[src/rtl/io_port_bank.sv]
// io_port_bank: memory-mapped I/O responder for the MMU I/O window.
// LED, synchronised switches, cycle timer with match IRQ, 4-deep TX FIFO + 8N1 UART.
module io_port_bank #(
    parameter int CLK_DIV = 104,
    parameter int LED_W   = 8,
    parameter int SW_W    = 8
) (
    input  logic             clk,
    input  logic             resetb,
    input  logic [7:0]       io_addr,
    input  logic             io_en,
    input  logic             io_we,
    input  logic [31:0]      io_data_write,
    output logic [31:0]      io_data_read,
    output logic [LED_W-1:0] led,
    input  logic [SW_W-1:0]  sw,
    output logic             uart_tx,
    output logic             irq_timer
);

    localparam int TW = (CLK_DIV > 2) ? $clog2(CLK_DIV) : 1;
    localparam logic [TW-1:0] TLAST = TW'(CLK_DIV - 1);

    typedef enum logic [1:0] {IDLE, START, DATA, STOP} state_t;

    logic [LED_W-1:0] led_q;
    logic [SW_W-1:0]  sw_s1_q, sw_s2_q;
    logic [31:0]      cnt_q, cmp_q;
    logic             match_q, ovf_q;
    logic [7:0]       mem_q [4];
    logic [1:0]       wp_q, rp_q;
    logic [2:0]       fcnt_q, fcnt_d;
    state_t           state_q;
    logic [7:0]       shift_q;
    logic [2:0]       bit_q;
    logic [TW-1:0]    tmr_q;
    logic             tx_q;

    logic [5:0] off;
    logic       wr, full, empty, busy, tdone;
    logic       push_req, push, pop, ovf_set;
    logic       unused_addr;

    assign off         = io_addr[7:2];
    assign unused_addr = ^io_addr[1:0];
    assign wr          = io_en & io_we;
    assign full        = (fcnt_q == 3'd4);
    assign empty       = (fcnt_q == 3'd0);
    assign busy        = (state_q != IDLE);
    assign tdone       = (tmr_q == TLAST);

    // The shifter takes a byte when idle, or at the end of a stop bit for back-to-back frames.
    assign pop      = !empty && ((state_q == IDLE) || ((state_q == STOP) && tdone));
    assign push_req = wr && (off == 6'd5);
    assign push     = push_req && (!full || pop);
    assign ovf_set  = push_req && full && !pop;

    assign led       = led_q;
    assign irq_timer = match_q;
    assign uart_tx   = tx_q;

    // Combinational read mux; unmapped offsets and idle bus read as zero.
    always_comb begin
        io_data_read = 32'd0;
        if (io_en) begin
            case (off)
                6'd0:    io_data_read = 32'(led_q);
                6'd1:    io_data_read = 32'(sw_s2_q);
                6'd2:    io_data_read = cnt_q;
                6'd3:    io_data_read = cmp_q;
                6'd4:    io_data_read = {31'd0, match_q};
                6'd6:    io_data_read = {28'd0, ovf_q, busy, empty, full};
                default: io_data_read = 32'd0;
            endcase
        end
    end

    // LED register and two-flop switch synchroniser.
    always_ff @(posedge clk) begin
        if (!resetb) begin
            led_q   <= '0;
            sw_s1_q <= '0;
            sw_s2_q <= '0;
        end else begin
            sw_s1_q <= sw;
            sw_s2_q <= sw_s1_q;
            if (wr && off == 6'd0) led_q <= io_data_write[LED_W-1:0];
        end
    end

    // Free-running counter, compare register and sticky match flag (set beats clear).
    always_ff @(posedge clk) begin
        if (!resetb) begin
            cnt_q   <= '0;
            cmp_q   <= '1;
            match_q <= 1'b0;
        end else begin
            cnt_q <= cnt_q + 32'd1;
            if (wr && off == 6'd3) cmp_q <= io_data_write;
            if (cnt_q == cmp_q)
                match_q <= 1'b1;
            else if (wr && off == 6'd4 && io_data_write[0])
                match_q <= 1'b0;
        end
    end

    // FIFO occupancy next-state.
    always_comb begin
        fcnt_d = fcnt_q;
        if (push && !pop) fcnt_d = fcnt_q + 3'd1;
        if (pop && !push) fcnt_d = fcnt_q - 3'd1;
    end

    // FIFO pointers, count and sticky overflow (new overflow beats clear).
    always_ff @(posedge clk) begin
        if (!resetb) begin
            wp_q   <= '0;
            rp_q   <= '0;
            fcnt_q <= '0;
            ovf_q  <= 1'b0;
        end else begin
            fcnt_q <= fcnt_d;
            if (push) wp_q <= wp_q + 2'd1;
            if (pop)  rp_q <= rp_q + 2'd1;
            if (ovf_set)
                ovf_q <= 1'b1;
            else if (wr && off == 6'd6 && io_data_write[3])
                ovf_q <= 1'b0;
        end
    end

    // FIFO storage; contents are don't-care until written.
    always_ff @(posedge clk) begin
        if (push) mem_q[wp_q] <= io_data_write[7:0];
    end

    // 8N1 transmitter with registered line output.
    always_ff @(posedge clk) begin
        if (!resetb) begin
            state_q <= IDLE;
            tx_q    <= 1'b1;
            tmr_q   <= '0;
            bit_q   <= '0;
            shift_q <= '0;
        end else begin
            case (state_q)
                IDLE: begin
                    tx_q <= 1'b1;
                    if (!empty) begin
                        shift_q <= mem_q[rp_q];
                        tmr_q   <= '0;
                        tx_q    <= 1'b0;
                        state_q <= START;
                    end
                end
                START: begin
                    tmr_q <= tmr_q + TW'(1);
                    if (tdone) begin
                        tmr_q   <= '0;
                        bit_q   <= '0;
                        tx_q    <= shift_q[0];
                        state_q <= DATA;
                    end
                end
                DATA: begin
                    tmr_q <= tmr_q + TW'(1);
                    if (tdone) begin
                        tmr_q <= '0;
                        if (bit_q == 3'd7) begin
                            tx_q    <= 1'b1;
                            state_q <= STOP;
                        end else begin
                            bit_q   <= bit_q + 3'd1;
                            shift_q <= shift_q >> 1;
                            tx_q    <= shift_q[1];
                        end
                    end
                end
                STOP: begin
                    tmr_q <= tmr_q + TW'(1);
                    if (tdone) begin
                        tmr_q <= '0;
                        if (!empty) begin
                            shift_q <= mem_q[rp_q];
                            tx_q    <= 1'b0;
                            state_q <= START;
                        end else begin
                            tx_q    <= 1'b1;
                            state_q <= IDLE;
                        end
                    end
                end
                default: state_q <= IDLE;
            endcase
        end
    end

endmodule

[config.mk]
export PLATFORM = sky130hd
export DESIGN_NAME = io_port_bank
export DESIGN_NICKNAME = d
export VERILOG_FILES = /design/src/rtl/io_port_bank.sv
export SDC_FILE = /design/constraint.sdc
export NUM_CORES = 1
export LEC_CHECK = 0
export BUFFER_PORTS_ARGS = -buffer_cell sky130_fd_sc_hd__buf_2
export CORE_MARGIN = 3
export CORE_UTILIZATION = 55
export DETAILED_ROUTE_END_ITERATION = 10
export PLACE_DENSITY_LB_ADDON = 0.2
export RECOVER_POWER = 100
export SYNTH_ARGS = -nofsm -noshare
export SYNTH_HDL_FRONTEND = slang
export SYNTH_SLANG_ARGS = --single-unit
[constraint.sdc]
create_clock -name clk -period 3.2 [get_ports clk]
set_input_delay 0.16 -clock clk [delete_from_list [all_inputs] [get_ports clk]]
set_output_delay 0.16 -clock clk [all_outputs]
set_load 0.005 [all_outputs]
## Word-level counts from Yosys, hierarchy flattened

Memory sizes are Yosys's and may differ from the RTL's. A register that Yosys moved wholly into a read port is not among the register bits.
Index checks and enable logic that the tools add are counted.

- Input port bits: 52
- Word-level logic and storage cells: 114
- Output and inout port bits: 42
- RAM bits: 32
- Register bits: 118
- Memories: 1

Memory list:

| name | words | bits a word | read ports | clocked after memory_dff | wr ports | RTL line | text |
|---|---|---|---|---|---|---|---|
| mem_q | 4 | 8 | 1 | 1 | 1 | 30 | `logic [7:0] mem_q [4];` |

- Muxes and demuxes: 37
- Equality and inequality tests: 19
- Reduce and logical (&&, ||, !) cells: 34
- $add $sub $neg: 7
- Bitwise logic cells: 1

Operators by type and width:

| cell | count |
|---|---|
| 32-bit one-hot mux with 6 select lines | 1 |
| 32-bit by 1-bit adder with 32-bit output, second input constant | 1 |
| 32-bit equality test | 1 |
| 32-bit 2-to-1 mux | 1 |
| 8-bit 2-to-1 mux | 4 |
| 8-bit one-hot mux with 3 select lines | 1 |
| 6-bit by 3-bit equality test with 1-bit output, second input constant | 3 |
| 3-bit 2-to-1 mux | 5 |
| 1-bit logical AND | 14 |
| 2-bit 2-to-1 mux | 7 |
| 7-bit 2-to-1 mux | 2 |
| 7-bit one-hot mux with 2 select lines | 1 |
| 6-bit by 2-bit equality test with 1-bit output, second input constant | 2 |
| 1-bit 2-to-1 mux | 12 |
| 2-bit != test, second input constant | 6 |
| 2-bit nonzero test | 5 |
| 2-bit one-hot mux with 4 select lines | 1 |
| 4-bit AND reduction | 2 |
| 7-bit by 1-bit adder with 7-bit output, second input constant | 1 |
| 7-bit equality test, second input constant | 1 |
| 3-bit by 1-bit adder with 3-bit output, second input constant | 2 |
| 3-bit equality test, second input constant | 2 |
| 6-bit by 1-bit equality test with 1-bit output, second input constant | 1 |
| 6-bit zero test | 1 |
| 15 further kinds | 21 |

## Longest topological paths before layout

Gate-level depths: netlist (run 1).

- Word-level depth: 9
- Mapped depth: 10
- Gate-level depth less buffers: 9

## Worst setup path after synthesis (run 1)

OpenSTA, ideal clock, no wires.

- Kind: register to register
- Start: register tmr_q[0]
- End: register fcnt_q[2]
- Cell stages (with the launch flop): 11
- Arrival: 2.210 ns
- Clock period less this slack: 2.281 ns
- Library setup time: 0.072 ns
- Path buffers: 1
- Required time: 3.128 ns
- Path slack: 0.919 ns
- Cell sequence: dfxtp_1 -> ha_1 -> and2_1 -> clkbuf_1 -> a31oi_1 -> or3_1 -> fa_1 -> inv_1 -> nor4_1 -> a31oi_1 -> mux2i_1

- Longest elaborated chain between the ends: 9
- Elaborated cells on any way between the ends: 12
- Those cells by class: eq/ne (1); mux (1); reduce/logical (10)

RTL lines:

| element | RTL line | text |
|---|---|---|
| start: declaration | 36 | `logic [TW-1:0] tmr_q;` |
| start signal: assignment | 157 | `tmr_q <= tmr_q + TW'(1);` |
| start signal: assignment | 166 | `tmr_q <= tmr_q + TW'(1);` |
| start signal: assignment | 180 | `tmr_q <= tmr_q + TW'(1);` |
| 7-bit equality test (*) | 50 | `assign tdone = (tmr_q == TLAST);` |
| 1-bit logical AND (*) | 53 | `assign pop = !empty && ((state_q == IDLE) \|\| ((state_q == STOP) && tdone));` |
| 1-bit logical OR (*) | 53 |  |
| 1-bit logical AND (*) | 53 |  |
| 1-bit logical OR | 55 | `assign push = push_req && (!full \|\| pop);` |
| 1-bit logical AND | 55 |  |
| 1-bit zero test | 111 | `if (pop && !push) fcnt_d = fcnt_q - 3'd1;` |
| 1-bit logical AND | 111 |  |
| 3-bit 2-to-1 mux or 2-bit nonzero test (tied branches) | n/a |  |
| end signal: assignment | 122 | `fcnt_q <= fcnt_d;` |
| end: declaration | 32 | `logic [2:0] fcnt_q, fcnt_d;` |

Every way passes the cells marked *; elsewhere a longest branch is shown, timed or not.
A chain may end at the register's enable or synchronous reset.

## Final worst setup path (run 1)

- Start: register state_q[0]
- End: memory mem_q[1][2] (enable)

- Longest elaborated chain between the ends: 8
- Elaborated cells on any way between the ends: 9
- Those cells by class: eq/ne (1); mux (2); reduce/logical (6)

RTL lines:

| element | RTL line | text |
|---|---|---|
| start: declaration | 33 | `state_t state_q;` |
| start signal: assignment | 140 | `state_q <= IDLE;` |
| start signal: assignment | 153 | `state_q <= START;` |
| start signal: assignment | 162 | `state_q <= DATA;` |
| 2-bit equality test | 53 |  |
| 1-bit logical AND | 53 |  |
| 1-bit logical OR (*) | 53 |  |
| 1-bit logical AND (*) | 53 |  |
| 1-bit logical OR (*) | 55 |  |
| 1-bit logical AND (*) | 55 |  |
| 1-bit 2-to-1 mux (*) | 134 | `if (push) mem_q[wp_q] <= io_data_write[7:0];` |
| 1-bit 2-to-1 mux (implied by the code) (*) | 134 |  |
| end: declaration | 30 |  |

Marked as above.

==> results_dict.tcl, run 1 <==
set metrics [dict create \
    status "finished with violations" \
    failed_checks "max-capacitance violations, max-slew violations" \
    yosysWarnings 0 \
    vias_per_cell 5.65 \
    synth_cells 753 \
    fp.dieW_um 121 \
    boundaryPins 94 \
    period_share_pct 87.4 \
    total_power_mw 5.31 \
    grt.total_usage_pct 24.8 \
    ys_ff_latch 152 \
    routed_wl_um 17500 \
    initial_core_util_pct 56.9 \
    crit_slowest_cell "a21oi_1" \
    drt_pass1_iterations 5 \
    totalNegativeSetupSlack_ns 0 \
    whs_ns 0.0937 \
    cts_made_buffers 17 \
    crit_chain "inv_1, ha_1, a31oi_1, a21oi_1, and2_0" \
    yosysUniqueCellTypes 61 \
    die_h_um 121 \
    path_class "flip-flop to flip-flop" \
    overflow 0 \
    vias 5890 \
    r2r_start "state_q[0]$_SDFFE_PN0P_" \
    maxCapViolCount 1 \
    cp_max_fo 11 \
    crit_start "state_q[0]$_SDFFE_PN0P_" \
    path_clk_slew_ns 0.06 \
    cts_sinks 152 \
    slew_headroom_pct -64.0 \
    die-area_mm2 0.0146 \
    antenna_found_initial 0 \
    power_density_mw_per_mm2 611 \
    dpl_worst_slack_ns 0.753 \
    r2r_cells 5 \
    finalClockSkew_ns 0.00550 \
    hold_violations 0 \
    finalSetupViolCount 0 \
    r2r_slack_ns 0.40 \
    fin_crit_ns 2.80 \
    grt_pass1_vias 5766 \
    area_growth_syn_to_layout_pct 19.7 \
    grt_max_degree 69 \
    drv_slew 58 \
    core_mm2 0.0128 \
    cts_buffer_depth 2 \
    ys_seq_area_share_pct 46.3 \
    row_count 41 \
    start_kind "flip-flop" \
    required_ns 3.26 \
    worst_setup_path_end_kind "flip-flop" \
    htree_levels 4 \
    mostFrequentLayoutCells "120 x dfxtp_1, 101 x nand2_1, 57 x xnor2_1" \
    stdcell_count 1043 \
    tightest_slew_ns 2.46 \
    drc 0 \
    final_util_pct 68.0 \
    design_area_mm2 0.00869 \
    synth_edf_count 32 \
    tritoncts "yes" \
    placed_cell_area_mm2 0.00781 \
    vdd_ir_drop_max_mv 0.391 \
    hpwl_um 11700 \
    port-buffer-count 91 \
    post_cts_resize_count 0 \
    syn_avg_cell_area_um2 9.64 \
    clk_latency_ns 0.42 \
    fmax_mhz 358 \
    postRouteAntennaNets 0 \
    synth_flop_cell "dfxtp_1" \
    gp_congestion 0.909 \
    fin_nets 923 \
    cts_hold_buf 33 \
    final_common_cell "dfxtp_1" \
    drive_gt1_share_pct 12.0 \
    rsz0062_at_grt "false" \
    syn-num-nets 819 \
    seq_area_mm2 0.00336 \
    grt_pass1_wl_um 28700 \
    synthArstFlopShare_pct 0 \
    hold_path.class "input port to flip-flop" \
    cts_root_buffer "clkbuf_16" \
    fill_cells 972 \
    drt_iter0_drc 506 \
    arrival_ns 2.85 \
    post_cts_buffers 0 \
    wire_per_inst_um 16.8 \
    placedCellCount 977 \
    syn_area_mm2 0.00726 \
    cpPeakStageDelay_ns 0.72 \
    final.setup.worst_slack_ns 0.404 \
    p_leak_nw 3.39 \
    r2r-end "mem_q[1][2]$_DFFE_PP_" \
    crit_end "mem_q[1][2]$_DFFE_PP_" \
    multi_input_area_mm2 0.00364 \
]
## worst min path at each step
stage | startpoint | end | slack, ns | depth (start not counted)
finish | io_data_write[5] | mem_q[0][5]$_DFFE_PP_ | 0.09 | 1
detailed placement | sw[5] | sw_s1_q[5]$_SDFF_PN0_ | 0.37 | 2
CTS | io_data_write[4] | mem_q[3][4]$_DFFE_PP_ | 0.003 | 1
global placement | sw[5] | sw_s1_q[5]$_SDFF_PN0_ | 0.37 | 2
floorplan | io_data_write[0] | mem_q[0][0]$_DFFE_PP_ | 0.26 | 0
global route | io_data_write[5] | mem_q[0][5]$_DFFE_PP_ | 0.09 | 1
## worst max-delay path, delay by kind of cell (launching register included)
kind	cells	cell delay, ns
AO/OA/AOI/OAI	2	0.92
adder cells (fa/ha/maj)	1	0.42
buffers and inverters	1	0.15
flip-flops	1	0.33
AND/OR/NAND/NOR	1	0.61
## Yosys cell counts, types with 2 or more instances
cell type / n / area, um2
ha_1: 13 / 163
nor3_1: 6 / 30.0
inv_1: 10 / 37.5
xor2_1: 4 / 35.0
and3_1: 11 / 68.8
a21boi_1: 2 / 15.0
nand4b_1: 3 / 26.3
and2_1: 58 / 363
nor2_1: 37 / 139
nand2_1: 101 / 379
xnor2_1: 57 / 499
clkbuf_1: 33 / 124
a21oi_1: 8 / 40.0
a21boi_0: 3 / 22.5
o211a_1: 8 / 80.1
a31oi_1: 3 / 18.8
dfxtp_1: 120 / 2400
a21o_1: 2 / 15.0
nor3b_1: 5 / 37.5
or3_1: 4 / 25.0
nor2b_1: 19 / 119
nand2b_1: 5 / 31.3
a22o_1: 4 / 35.0
mux2i_1: 28 / 280
buf_1: 2 / 7.51
buf_2: 12 / 60.1
and4_1: 5 / 43.8
nand4_1: 18 / 113
a22oi_1: 32 / 240
nand3_1: 51 / 255
o21ai_0: 17 / 85.1
mux4_2: 9 / 203
o22ai_1: 2 / 12.5
nor4_1: 3 / 18.8
edfxtp_1: 32 / 961
## power by group
part | total [mW] | leakage [nW] | internal (mW) | switching (mW)
Clock | 2.08 | 0.298 | 1.27 | 0.808
Sequential | 2.17 | 1.26 | 2.07 | 0.0996
Combinational | 1.06 | 1.83 | 0.487 | 0.577
Total | 5.31 | 3.39 | 3.82 | 1.48
## kinds of logic after synthesis
logic type | share of synthesized area [%]
XOR/XNOR | 7.36
multiplexers | 6.65
AND/OR/NAND/NOR | 24.6
flip-flops | 46.3
adder cells (fa/ha/maj) | 2.52
buffers and inverters | 3.29
AO/OA/AOI/OAI | 9.30
## sequential cells by signal (all words and copies together), names as in the netlist, named ones only
name / flops
mem_q: 32
uart_tx: 1
tmr_q: 7
bit_q: 3
rp_q: 2
cmp_q: 32
cnt_q: 32
wp_q: 2
ovf_q: 1
fcnt_q: 3
sw_s1_q: 8
shift_q: 8
led: 8
sw_s2_q: 8
state_q: 2
irq_timer: 1
## metal layers
| layer | GRT usage (%) | part of all wire [%] | up-vias |
|---|---|---|---|
| li1 | - | - | 2858 |
| met1 | 33.2 | 44 | 2792 |
| met2 | 40.0 | 48 | 208 |
| met3 | 4.71 | 5.7 | 32 |
| met4 | 9.21 | 2.0 | 0 |
| met5 | 0 | 0 | - |
## area by class of cell
type	count	area share (%)
multi-input combinational	543	41.9
sequential	152	38.7
timing repair buffer	133	9.27
clock buffer	21	5.66
tap	172	2.48
clock inverter	11	1.55
inverter	10	0.432
antenna	1	0.0288
(Power assumes the default switching activity.)
==> inputs of run 2 (changes only) <==
--- a/config.mk
+++ b/config.mk
@@ -8,6 +8,7 @@
 export BUFFER_PORTS_ARGS = -buffer_cell sky130_fd_sc_hd__buf_2
 export CORE_MARGIN = 3
 export CORE_UTILIZATION = 55
+export CTS_CLUSTER_DIAMETER = 150
 export DETAILED_ROUTE_END_ITERATION = 10
 export PLACE_DENSITY_LB_ADDON = 0.2
 export RECOVER_POWER = 100
==> constraint.sdc (replaced) <==
create_clock -name clk -period 3.2 [get_ports clk]
set_input_delay 0.32 -clock clk [delete_from_list [all_inputs] [get_ports clk]]
set_output_delay 0.32 -clock clk [all_outputs]
set_load 0.005 [all_outputs]
==> run 2 against run 1 <==
  * The flow still finishes with violations (max-capacitance violations, max-slew violations)
  * Critical path depth unchanged
  * Clock-buffer cell count fell by 4
  * Sequential cell count is the same
  * Sequential share of layout area rose by 1.7 points
  * Critical endpoint is now mem_q[0][1]$_DFFE_PP_
==> results_dict.tcl, run 2 (synthesis gave the netlist of run 1 again) <==
set metrics [dict create \
    status "finished with violations" \
    failed_checks "max-capacitance violations, max-slew violations" \
    p_leak_nw 3.24 \
    power.share.clock_pct 38.8 \
    placedCellCount 979 \
    routed_wl_um 17200 \
    cts_made_buffers 17 \
    cp_max_fo 11 \
    drt_iter0_drc 532 \
    stdcell_count 1011 \
    mostFrequentLayoutCells "120 x dfxtp_1, 101 x nand2_1, 57 x xnor2_1" \
    vdd_ir_drop_max_mv 0.359 \
    die-area_mm2 0.0146 \
    drv_slew 54 \
    postRouteAntennaNets 0 \
    required_ns 3.26 \
    grt_pass1_vias 5684 \
    post_cts_resize_count 0 \
    path_class "flip-flop to flip-flop" \
    vias_per_cell 5.69 \
    finalClockSkew_ns 0.00896 \
    p_sw_share_pct 28.2 \
    tightest_slew_ns 2.06 \
    seq_power_share_pct 41.4 \
    post_cts_buffers 0 \
    initial_core_util_pct 56.9 \
    boundaryPins 94 \
    diodes 0 \
    cp_top_family "compound AO/OA/AOI/OAI gates" \
    slew_headroom_pct -37.2 \
    r2r_slack_ns 0.51 \
    total_power_mw 5.23 \
    cpPeakStageDelay_ns 0.67 \
    antenna_found_initial 0 \
    min_to "sw_s1_q[7]$_SDFF_PN0_" \
    gp_congestion 0.894 \
    tritoncts "yes" \
    reg_top3 "cmp_q x32, cnt_q x32, mem_q x32" \
    fmax_mhz 371 \
    critical_path_buf_inv_count 1 \
    hold_path.class "input port to flip-flop" \
    fin_nets 892 \
    port-buffer-count 91 \
    overflow 0 \
    placed_cell_area_mm2 0.00781 \
    path_clk_slew_ns 0.06 \
    crit_chain "inv_1, ha_1, a31oi_1, a21oi_1, and2_0" \
    wire_per_inst_um 17.0 \
    fin_crit_ns 2.69 \
    holdCritStartpoint "sw[7]" \
    core_mm2 0.0128 \
    drt_pass1_iterations 5 \
    totalNegativeSetupSlack_ns 0 \
    design_area_mm2 0.00833 \
    r2r-end "mem_q[0][1]$_DFFE_PP_" \
    die_h_um 121 \
    hpwl_um 12000 \
    vias 5749 \
    crit_slowest_cell "a21oi_1" \
    fill_cells 1049 \
    dpl_worst_slack_ns 0.771 \
    cts_buffer_depth 2 \
    finalSetupViolCount 0 \
    drc 0 \
    maxCapViolCount 1 \
    fp.dieW_um 121 \
    switchingPower_mw 1.47 \
    period_share_pct 84.1 \
    grt.total_usage_pct 24.2 \
    row_count 41 \
    final.setup.worst_slack_ns 0.507 \
    final_common_cell "dfxtp_1" \
    internal_power_mw 3.75 \
    hold_depth 2 \
    cts_hold_buf 0 \
    cts_root_buffer "clkbuf_16" \
    grt_pass1_wl_um 28100 \
    cts_sinks 152 \
    drive_gt1_share_pct 12.5 \
    worst_setup_path_end_kind "flip-flop" \
    rsz0062_at_grt "false" \
    r2r_start "state_q[0]$_SDFFE_PN0P_" \
    area_growth_syn_to_layout_pct 14.6 \
    start_kind "flip-flop" \
    r2r_cells 5 \
    pwr-share-comb_pct 19.8 \
    hold_violations 0 \
    grt_max_degree 54 \
    htree_levels 4 \
    clk_latency_ns 0.42 \
    power_density_mw_per_mm2 628 \
    arrival_ns 2.75 \
]
==> run 2: cell types whose count changed in the layout (fill, tap and decap cells not counted), moves of 3 or more <==
cell           delta
dlygate4sd3_1    -33
clkbuf_2          +7
and2_0            +4
and2_1            -4
clkbuf_8          -3
==> run 2: cell type report <==
cell class              count  area [um2]  area share (%)
inverters                  10        37.5           0.451
clock inverters            15         176            2.12
clock buffers              17         425            5.11
flip-flops and latches    152        3360            40.4
repair buffers            102         473            5.68
multi-input cells         543        3630            43.7
well taps                 172         215            2.58
==> run 2: power by group through the flow <==
stage	sequential, mW	clock (mW)	combinational (mW)
4_1_cts	2.16	2.05	1.04
3_3_place_gp	2.20	0	0.987
3_5_place_dp	2.20	0	1.02
5_1_grt	2.18	2.14	1.16
6_report	2.16	2.03	1.03
2_1_floorplan	2.16	0	0.821
==> run 2: worst max-delay path by stage <==
stage / start / slack, ns / cells after the start / endpoint
2_1_floorplan: tmr_q[0]$_SDFFE_PN0P_ / 0.92 / 10 / fcnt_q[2]$_SDFFE_PN0P_
3_3_place_gp: state_q[0]$_SDFFE_PN0P_ / 0.81 / 9 / fcnt_q[2]$_SDFFE_PN0P_
3_5_place_dp: state_q[0]$_SDFFE_PN0P_ / 0.77 / 9 / fcnt_q[2]$_SDFFE_PN0P_
4_1_cts: state_q[0]$_SDFFE_PN0P_ / 0.74 / 9 / fcnt_q[2]$_SDFFE_PN0P_
5_1_grt: state_q[0]$_SDFFE_PN0P_ / 0.29 / 5 / mem_q[2][1]$_DFFE_PP_
6_report: state_q[0]$_SDFFE_PN0P_ / 0.51 / 5 / mem_q[0][1]$_DFFE_PP_
==> run 2: stage by stage <==
stage	utilization [%]	hold slack (ns)
2_1_floorplan	-	0.412
3_3_place_gp	61.2	0.418
3_5_place_dp	61.2	0.417
4_1_cts	65.9	0.0880
5_1_grt	65.2	0.0958
6_report	65.2	0.102
==> run 2: metal layers <==
layer | global-route usage, % | routed length (um) | up-vias
met1 | 32.8 | 7790 | 2747
met4 | 9.28 | 270 | 0
met2 | 38.5 | 8170 | 181
met5 | 0 | 0 | -
li1 | - | - | 2798
met3 | 4.52 | 933 | 23
